`src/rtl/univ_shift_reg_pkg.sv`:
```
// usr_pkg: shared definitions for the universal shift register.
//   mode_e  : operation encodings driven on the mode port
//   state_e : burst controller FSM states
//   is_burst_mode() : true for the shift/rotate ops that a burst may repeat
package usr_pkg;

  typedef enum logic [2:0] {
    MODE_HOLD     = 3'b000,
    MODE_LOAD     = 3'b001,
    MODE_SHL      = 3'b010,
    MODE_SHR      = 3'b011,
    MODE_ROTL     = 3'b100,
    MODE_ROTR     = 3'b101,
    MODE_CLEAR    = 3'b110,
    MODE_HOLD_ALT = 3'b111
  } mode_e;

  typedef enum logic [1:0] {
    ST_IDLE = 2'd0,
    ST_RUN  = 2'd1,
    ST_DONE = 2'd2
  } state_e;

  function automatic logic is_burst_mode(input mode_e m);
    return (m == MODE_SHL) || (m == MODE_SHR) || (m == MODE_ROTL) || (m == MODE_ROTR);
  endfunction

endpackage

```
`src/rtl/univ_shift_reg_if.sv`:
```
// univ_shift_reg_if: control/data bundle of the universal shift register.
//   master : drives en, mode, d, sin_r, sin_l, start, cnt; observes outputs
//   slave  : the register itself; drives q, sout_msb, sout_lsb, busy, done, parity
interface univ_shift_reg_if #(
  parameter int unsigned WIDTH = 8,
  parameter int unsigned CNT_W = 4
);
  logic             en;
  logic [2:0]       mode;
  logic [WIDTH-1:0] d;
  logic             sin_r;
  logic             sin_l;
  logic             start;
  logic [CNT_W-1:0] cnt;
  logic [WIDTH-1:0] q;
  logic             sout_msb;
  logic             sout_lsb;
  logic             busy;
  logic             done;
  logic             parity;

  modport master (
    output en, mode, d, sin_r, sin_l, start, cnt,
    input  q, sout_msb, sout_lsb, busy, done, parity
  );

  modport slave (
    input  en, mode, d, sin_r, sin_l, start, cnt,
    output q, sout_msb, sout_lsb, busy, done, parity
  );
endinterface

```
`src/rtl/univ_shift_reg_burst_ctrl.sv`:
```
// usr_burst_ctrl: burst FSM (IDLE -> RUN -> DONE -> IDLE) plus down-counter.
//   Inputs : clk, rst_n (async, active low), en, start, mode, cnt
//   Outputs: busy (RUN), done (DONE pulse), step (apply op this edge),
//            op (operation to apply when step is high)
module usr_burst_ctrl
  import usr_pkg::*;
#(
  parameter int unsigned CNT_W = 4
) (
  input  logic             clk,
  input  logic             rst_n,
  input  logic             en,
  input  logic             start,
  input  mode_e            mode,
  input  logic [CNT_W-1:0] cnt,
  output logic             busy,
  output logic             done,
  output logic             step,
  output mode_e            op
);

  state_e           state_q, state_d;
  mode_e            op_q, op_d;
  logic [CNT_W-1:0] ctr_q, ctr_d;

  always_ff @(posedge clk or negedge rst_n) begin
    if (!rst_n) begin
      state_q <= ST_IDLE;
      op_q    <= MODE_HOLD;
      ctr_q   <= '0;
    end else begin
      state_q <= state_d;
      op_q    <= op_d;
      ctr_q   <= ctr_d;
    end
  end

  always_comb begin
    state_d = state_q;
    op_d    = op_q;
    ctr_d   = ctr_q;
    step    = 1'b0;
    op      = op_q;
    unique case (state_q)
      ST_IDLE: begin
        // start wins over en; a start with a non-shift mode suppresses both
        if (start) begin
          if (is_burst_mode(mode)) begin
            op_d    = mode;
            ctr_d   = cnt;
            state_d = (cnt != '0) ? ST_RUN : ST_DONE;
          end
        end else if (en) begin
          step = 1'b1;
          op   = mode;
        end
      end
      ST_RUN: begin
        step  = 1'b1;
        ctr_d = ctr_q - CNT_W'(1);
        if (ctr_q == CNT_W'(1)) begin
          state_d = ST_DONE;
        end
      end
      ST_DONE: begin
        state_d = ST_IDLE;
      end
      default: begin
        state_d = ST_IDLE;
      end
    endcase
  end

  assign busy = (state_q == ST_RUN);
  assign done = (state_q == ST_DONE);

endmodule

```
`src/rtl/univ_shift_reg.sv`:
```
// univ_shift_reg: WIDTH-bit universal register (hold/load/shift/rotate/clear)
// with a burst engine that repeats a shift/rotate N times.
//   clk, rst_n : clock, asynchronous active-low reset
//   bus (slave): en, mode, d, sin_r, sin_l, start, cnt in;
//                q, sout_msb, sout_lsb, busy, done, parity out
// Optional feature macro USR_PARITY_EN: registered XOR of q on bus.parity;
// when undefined parity is tied low.
module univ_shift_reg
  import usr_pkg::*;
#(
  parameter int unsigned WIDTH = 8,
  parameter int unsigned CNT_W = 4
) (
  input logic              clk,
  input logic              rst_n,
  univ_shift_reg_if.slave  bus
);

  logic [WIDTH-1:0] q_q, q_next;
  logic             step;
  mode_e            op;
  mode_e            mode_in;

  assign mode_in = mode_e'(bus.mode);

  usr_burst_ctrl #(.CNT_W(CNT_W)) u_ctrl (
    .clk   (clk),
    .rst_n (rst_n),
    .en    (bus.en),
    .start (bus.start),
    .mode  (mode_in),
    .cnt   (bus.cnt),
    .busy  (bus.busy),
    .done  (bus.done),
    .step  (step),
    .op    (op)
  );

  always_comb begin
    q_next = q_q;
    if (step) begin
      unique case (op)
        MODE_LOAD:  q_next = bus.d;
        MODE_SHL:   q_next = {q_q[WIDTH-2:0], bus.sin_r};
        MODE_SHR:   q_next = {bus.sin_l, q_q[WIDTH-1:1]};
        MODE_ROTL:  q_next = {q_q[WIDTH-2:0], q_q[WIDTH-1]};
        MODE_ROTR:  q_next = {q_q[0], q_q[WIDTH-1:1]};
        MODE_CLEAR: q_next = '0;
        default:    q_next = q_q;
      endcase
    end
  end

  always_ff @(posedge clk or negedge rst_n) begin
    if (!rst_n) begin
      q_q <= '0;
    end else begin
      q_q <= q_next;
    end
  end

  assign bus.q        = q_q;
  assign bus.sout_msb = q_q[WIDTH-1];
  assign bus.sout_lsb = q_q[0];

`ifdef USR_PARITY_EN
  // computed from q_next so parity lines up with q in the same cycle
  logic parity_q;
  always_ff @(posedge clk or negedge rst_n) begin
    if (!rst_n) begin
      parity_q <= 1'b0;
    end else begin
      parity_q <= ^q_next;
    end
  end
  assign bus.parity = parity_q;
`else
  assign bus.parity = 1'b0;
`endif

endmodule

```
`src/flat_wrapper.sv`:
```
// flat-port wrapper written by rule: the top's interface ports become plain ports
module univ_shift_reg_flat import usr_pkg::*;
#(
  parameter int unsigned WIDTH = 8,
  parameter int unsigned CNT_W = 4
)
  (clk, rst_n, bus_en, bus_mode, bus_d, bus_sin_r, bus_sin_l, bus_start, bus_cnt, bus_q, bus_sout_msb, bus_sout_lsb, bus_busy, bus_done, bus_parity);
  univ_shift_reg_if #(.WIDTH(WIDTH), .CNT_W(CNT_W)) bus_i ();
  input logic clk;
  input logic rst_n;
  input wire logic [$bits(bus_i.en)-1:0] bus_en;
  input wire logic [$bits(bus_i.mode)-1:0] bus_mode;
  input wire logic [$bits(bus_i.d)-1:0] bus_d;
  input wire logic [$bits(bus_i.sin_r)-1:0] bus_sin_r;
  input wire logic [$bits(bus_i.sin_l)-1:0] bus_sin_l;
  input wire logic [$bits(bus_i.start)-1:0] bus_start;
  input wire logic [$bits(bus_i.cnt)-1:0] bus_cnt;
  output wire logic [$bits(bus_i.q)-1:0] bus_q;
  output wire logic [$bits(bus_i.sout_msb)-1:0] bus_sout_msb;
  output wire logic [$bits(bus_i.sout_lsb)-1:0] bus_sout_lsb;
  output wire logic [$bits(bus_i.busy)-1:0] bus_busy;
  output wire logic [$bits(bus_i.done)-1:0] bus_done;
  output wire logic [$bits(bus_i.parity)-1:0] bus_parity;
  assign bus_i.en = bus_en;
  assign bus_i.mode = bus_mode;
  assign bus_i.d = bus_d;
  assign bus_i.sin_r = bus_sin_r;
  assign bus_i.sin_l = bus_sin_l;
  assign bus_i.start = bus_start;
  assign bus_i.cnt = bus_cnt;
  assign bus_q = bus_i.q;
  assign bus_sout_msb = bus_i.sout_msb;
  assign bus_sout_lsb = bus_i.sout_lsb;
  assign bus_busy = bus_i.busy;
  assign bus_done = bus_i.done;
  assign bus_parity = bus_i.parity;
  univ_shift_reg #(.WIDTH(WIDTH), .CNT_W(CNT_W)) u_core (.clk(clk), .rst_n(rst_n), .bus(bus_i));
endmodule
```
`config.mk`:
```
export PLATFORM = sky130hd
export DESIGN_NAME = univ_shift_reg_flat
export DESIGN_NICKNAME = d
export VERILOG_FILES = /design/src/rtl/univ_shift_reg_pkg.sv /design/src/rtl/univ_shift_reg_if.sv /design/src/rtl/univ_shift_reg_burst_ctrl.sv /design/src/rtl/univ_shift_reg.sv /design/src/flat_wrapper.sv
export SDC_FILE = /design/constraint.sdc
export NUM_CORES = 1
export LEC_CHECK = 0
export CELL_PAD_IN_SITES_DETAIL_PLACEMENT = 1
export CELL_PAD_IN_SITES_GLOBAL_PLACEMENT = 2
export CORE_MARGIN = 2
export CORE_UTILIZATION = 39
export DETAILED_ROUTE_END_ITERATION = 10
export DONT_BUFFER_PORTS = 1
export PLACE_DENSITY = 0.92
export SLEW_MARGIN = 20
export SYNTH_ARGS = -nofsm -noshare
export SYNTH_HDL_FRONTEND = slang
export SYNTH_SLANG_ARGS = --single-unit
export TNS_END_PERCENT = 1
```
`constraint.sdc`:
```
create_clock -name clk -period 3.1 [get_ports clk]
set_input_delay 0.62 -clock clk [delete_from_list [all_inputs] [get_ports clk]]
set_output_delay 0.62 -clock clk [all_outputs]
set_load 0.005 [all_outputs]
```
After elaboration in Yosys (flattened, before gate mapping)
Cells that the tools add are included.

word-level totals
  flip-flop bits (word level) = 17
  latch bits = 0
  memory bits (writable) = 0
  bits in read-only memories = 0
  bits of input ports = 21
  word-level logic and storage cells = 47
  memories = 0

cells by class
  add/subtract/negate cells = 1
  $mul = 0
  divide/modulo/power cells = 0
  magnitude comparators = 0
  equal/unequal tests = 16
  shift operators = 0
  multiplexer cells = 15
  bitwise gates (word level) = 0
  reduce and logical (&&, ||, !) cells = 11

operators by type and width
  operator             count
  $pmux 8 s6           1
  $eq 3x3->1 const B   5
  $eq 3x2->1 const B   4
  $mux 3               3
  $reduce_and 3->1     3
  $mux 2               4
  $mux 4               2
  $pmux 4 s2           1
  $reduce_bool 6->1    1
  $eq 4x1->1 const B   1
  $ne 2x2->1 const B   2
  $pmux 2 s2           1
  $reduce_bool 4->1    1
  $sub 4x1->4 const B  1
  $eq 3x1->1 const B   1
  $logic_or 1x1->1     3
  $eq 2x1->1 const B   1
  $eq 2x2->1 const B   1
  $logic_not 2->1      1
  $mux 1               2
  $ne 2x1->1 const B   1
  $pmux 1 s2           1
  $reduce_and 2->1     1
  $reduce_bool 2->1    1

Logic depth before layout (Yosys ltp)
  word-level depth = 7
  gate-level depth with buffers = 7

By module
Synthesis repeated with hierarchy kept, for this count alone.

unflattened totals
  cell total of the unflattened synthesis = 138
  area total of the unflattened synthesis = 1,298.7 µm²

by module, submodules not included
  module          instances  cells each  area each (µm²)  seq. area each (µm²)
  univ_shift_reg  1          78          688.2            200.2
  usr_burst_ctrl  1          60          610.6            225.2

Least setup slack after synthesis
No wires, ideal clock.

  kind = input to register
  start point = in bus_start
  end point = reg u_core.q_q[1], in the netlist u_core.bus.q[1]
  setup time = 126 ps
  arrival = 1,980 ps
  required time = 2,974 ps
  path slack = 994 ps
  cell stages on the path = 5
  buffers on the path = 0
  cells stage by stage = nor4b_4 mux2i_2 mux2i_1 a2bb2oi_1 a21oi_1

on the way
  longest elaborated chain between the ends = 5
  elaborated cells between the ends (all ways) = 13
  classes of those cells = 6 x eq/ne; 5 x mux; 2 x reduce/logical

RTL lines
  element                                   RTL line                         RTL
  start: declaration                        flat_wrapper.sv:16               input wire logic [$bits(bus_i.start)-1:0] bus_start;
  $mux 3                                    univ_shift_reg_burst_ctrl.sv:47  if (start) begin
  $mux 3                                    univ_shift_reg_burst_ctrl.sv:44  unique case (state_q)
  $eq 3x1->1, or another cell as far along  univ_shift_reg.sv:42             unique case (op)
  $reduce_bool 6->1 (no source line)        n/a
  $reduce_and 2->1 (no source line)         n/a
  end signal: assignment                    univ_shift_reg.sv:58             q_q <= q_next;
  end: declaration                          univ_shift_reg.sv:19             logic [WIDTH-1:0] q_q, q_next;

Several ways; a longest one is shown, not always the timed one.
A chain may end at the register's enable or synchronous reset.

Final worst setup path
  start point = reg u_core.u_ctrl.state_q[0]
  end point = reg u_core.q_q[6], in the netlist u_core.bus.q[6]

on the way
  longest elaborated chain between the ends = 5
  elaborated cells between the ends (all ways) = 13
  classes of those cells = 7 x eq/ne; 3 x mux; 3 x reduce/logical

RTL lines
  element                                   RTL line                         RTL
  start: declaration                        univ_shift_reg_burst_ctrl.sv:22  state_e state_q, state_d;
  start signal: assignment                  univ_shift_reg_burst_ctrl.sv:32  state_q <= state_d;
  $logic_not 2->1                           univ_shift_reg_burst_ctrl.sv:44
  $mux 3                                    univ_shift_reg_burst_ctrl.sv:44
  $eq 3x1->1, or another cell as far along  univ_shift_reg.sv:42
  $reduce_bool 6->1 (no source line)        n/a
  $reduce_and 2->1 (no source line)         n/a

Several ways; a longest one is shown, not always the timed one.

==> reports/metrics.csv <==
stage;metric;value;unit
timing;min_period;2.185;ns
clock_tree;tritoncts;built;
detailed_routing;via_count;1039;
clock_tree;htreeDepth;1;
placement;io_buffer_count;0;
detailed_routing;ant_nets;0;
floorplanning;die_x;60.36;µm
floorplanning;coreArea;3028;µm²
floorplanning;placementRows;20;
placement;dp_slack;0.8050;ns
logic_synthesis;synth-edff-count;0;
power;powerDensity;1178;nW/µm²
detailed_routing;via_per_inst;5.740;
floorplanning;dieArea;3643;µm²
grt;grt_usage;19.49;%
timing;max_freq;0.4577;GHz
floorplanning;start_util;40.91;%
logic_synthesis;synth-async-reset-ratio;100.0;%
logic_synthesis;yosys_warnings;0;
timing;worstMarginPinSlew;0.8229;ns
timing;slew_violations;0;
power;worst_ir_drop_vdd;0.0003625;V
logic_synthesis;synth_cells;141;
clock_tree;cts_root_buffer;clkbuf_4;
timing;finalHoldViolations;0;
detailed_routing;first_pass_iters;4;
logic_synthesis;syn_area;1239;µm²
critical_path;worstSetupPathType;register to register;
timing;rsz0062_at_grt;false;
detailed_routing;totalWireLength;3.178;mm
cells_and_area;design_area;1271;µm²
timing;fin_crit_sh;70.48;%
cells_and_area;finalNonFillerCells;181;
floorplanning;die_y;60.36;µm
clock_tree;path_clk_slew;0.10;ns
cells_and_area;syn2layout_area_growth;2.626;%
logic_synthesis;synth.net_count;164;
clock_tree;clkLatencyLatePin;0.30;ns
critical_path;cp-start-kind;register;
clock_tree;cts_buffer_depth;2;
clock_tree;cts_made_buffers;3;
detailed_routing;drc;0;
timing;clock_skew;0.005143;ns
critical_path;crit_path_end_kind;register;
grt;grt_pass1_wl;5.257;mm
timing;worst_slack;0.9150;ns
timing;finalSetupTns;0;ns
cells_and_area;drive_above_1_share;10.95;%
cells_and_area;antenna_cells;0;
logic_synthesis;synth.yosys.seq_area_share;34.34;%
timing;slew_headroom;44.96;%
run;max_cap_violations;0;
floorplanning;ioPinCount;34;
logic_synthesis;avgSynthCellArea;8.785;µm²
logic_synthesis;synth_flop_cell;dfrtp_1;
logic_synthesis;yosys.cell_types.count;44;
grt;first_global_vias;1137;
critical_path;required;3.29;ns
placement;place_congestion;0.7829;
power;p_leak;0.5462;nW
clock_tree;cts_sinks;17;
placement;dp_cells;176;
timing;setup_viol;0;
cells_and_area;final_util;41.98;%
timing;whs;0.4092;ns
logic_synthesis;ys_ff_latch;17;
placement;dp_hpwl;2.400;mm
grt;grt_max_degree;18;
clock_tree;cts-resized-gates;0;
placement;placed_area;1235;µm²
grt;overflow;0;
min_path;holdCritPathClass;input pin to register;
detailed_routing;drtIter0Drc;27;
grt;antenna_found_initial;0;
run_status;outcome;finished, final reports clean;
detailed_routing;route.detailed.wl_per_inst;17.56;µm
critical_path;worstPathMaxFanout;9;
power;finalPower;1.497;mW
cells_and_area;fin_nets;161;
critical_path;arrival;2.37;ns
-- Yosys cell counts (2+ instances only) --
cell type	instances	area, µm²
nor2b_1	2	12.51
nor3_1	6	30.03
a21oi_2	2	17.52
nor3b_1	4	30.03
or2_1	2	12.51
and3_1	2	12.51
nand3_1	2	10.01
a31oi_1	2	12.51
buf_6	2	22.52
nor2_1	19	71.32
o22ai_1	2	12.51
o211ai_1	3	22.52
buf_2	5	25.02
maj3_1	2	20.02
nor4_1	2	12.51
inv_1	9	33.78
o21ai_1	2	10.01
ha_1	2	25.02
dfrtp_1	17	425.4
mux2_2	2	22.52
a2bb2oi_1	6	52.55
a21oi_1	14	70.07
mux2i_1	7	70.07
buf_4	3	22.52
nand2_1	3	11.26
-- metal layers --
layer  vias to the layer above  GRT usage [%]  routed length [µm]
met5                         -              0                   0
met4                         0          7.619                  56
met3                         7          4.051                 131
met2                        26          33.23                1633
met1                       516          24.11                1357
li1                        490              -                   -
-- power breakdown --
part / switching [mW] / leakage, nW / internal (mW)
clock network: 0.0733 / 0.0150 / 0.0501
logic: 0.434 / 0.332 / 0.405
registers: 0.195 / 0.199 / 0.339
-- registers in the layout, summed over array words and instances, names as in the netlist --
register               cells
u_core.bus.q               8
u_core.u_ctrl.ctr_q        4
u_core.u_ctrl.op_q         3
u_core.u_ctrl.state_q      2
-- cell type report --
cell class	count	area, µm²
clock buffer	4	26.28
fill	369	1757
inverter	10	37.54
multi-input combinational	103	701.9
sequential	17	425.4
tap	44	55.05
timing repair buffer	3	25.02
-- placed cells by master, fill, tap and decap left out, types with 3 or more instances in the layout --
cell type | netlist | layout
inv_1 | 9 | 9
nor2_1 | 19 | 19
nand2_1 | 3 | 3
clkbuf_4 | 0 | 3
a2bb2oi_1 | 6 | 6
mux2i_1 | 7 | 7
o211ai_1 | 3 | 3
nor3_1 | 6 | 6
dfrtp_1 | 17 | 17
nor3b_1 | 4 | 4
a21oi_1 | 14 | 14
-- worst max-delay path: stages (launching register included) --
cell	delay, ns
dfrtp_1	0.50
nor4b_4	0.35
mux2i_2	0.66
mux2i_1	0.27
a2bb2oi_1	0.20
a21oi_1	0.09
-- kinds of logic (layout without fill, tap and decap cells) --
group,count (synthesis),after routing,synth area share (%)
AND/OR/NAND/NOR,46,46,20.50
multiplexers,10,10,8.586
XOR/XNOR,2,2,1.414
other,1,1,0.3027
adder cells (fa/ha/maj),4,4,3.636
flip-flops,17,17,34.34
buffers and inverters,21,17,8.989
AO/OA/AOI/OAI,40,40,22.22
-- worst paths after layout --
path	slack (ns)	from	cells after the start	to
max	0.92	u_core.u_ctrl.state_q[0]	5	u_core.bus.q[6]
min	0.41	bus_mode[2]	1	u_core.u_ctrl.op_q[1]
max reg2reg	0.92	u_core.u_ctrl.state_q[0]	5	u_core.bus.q[6]
min reg2reg	0.53	u_core.u_ctrl.ctr_q[1]	2	u_core.u_ctrl.ctr_q[1]
max in group asynchronous	1.74	rst_n	1	u_core.bus.q[1]
min in group asynchronous	0.85	rst_n	1	u_core.bus.q[0]
-- what timing repair did --
action,4_1_cts,5_1_grt
hold buffers,1,0
buffers inserted,0,0
endpoints found under the hold margin,17,0
(Power assumes the default switching activity.)
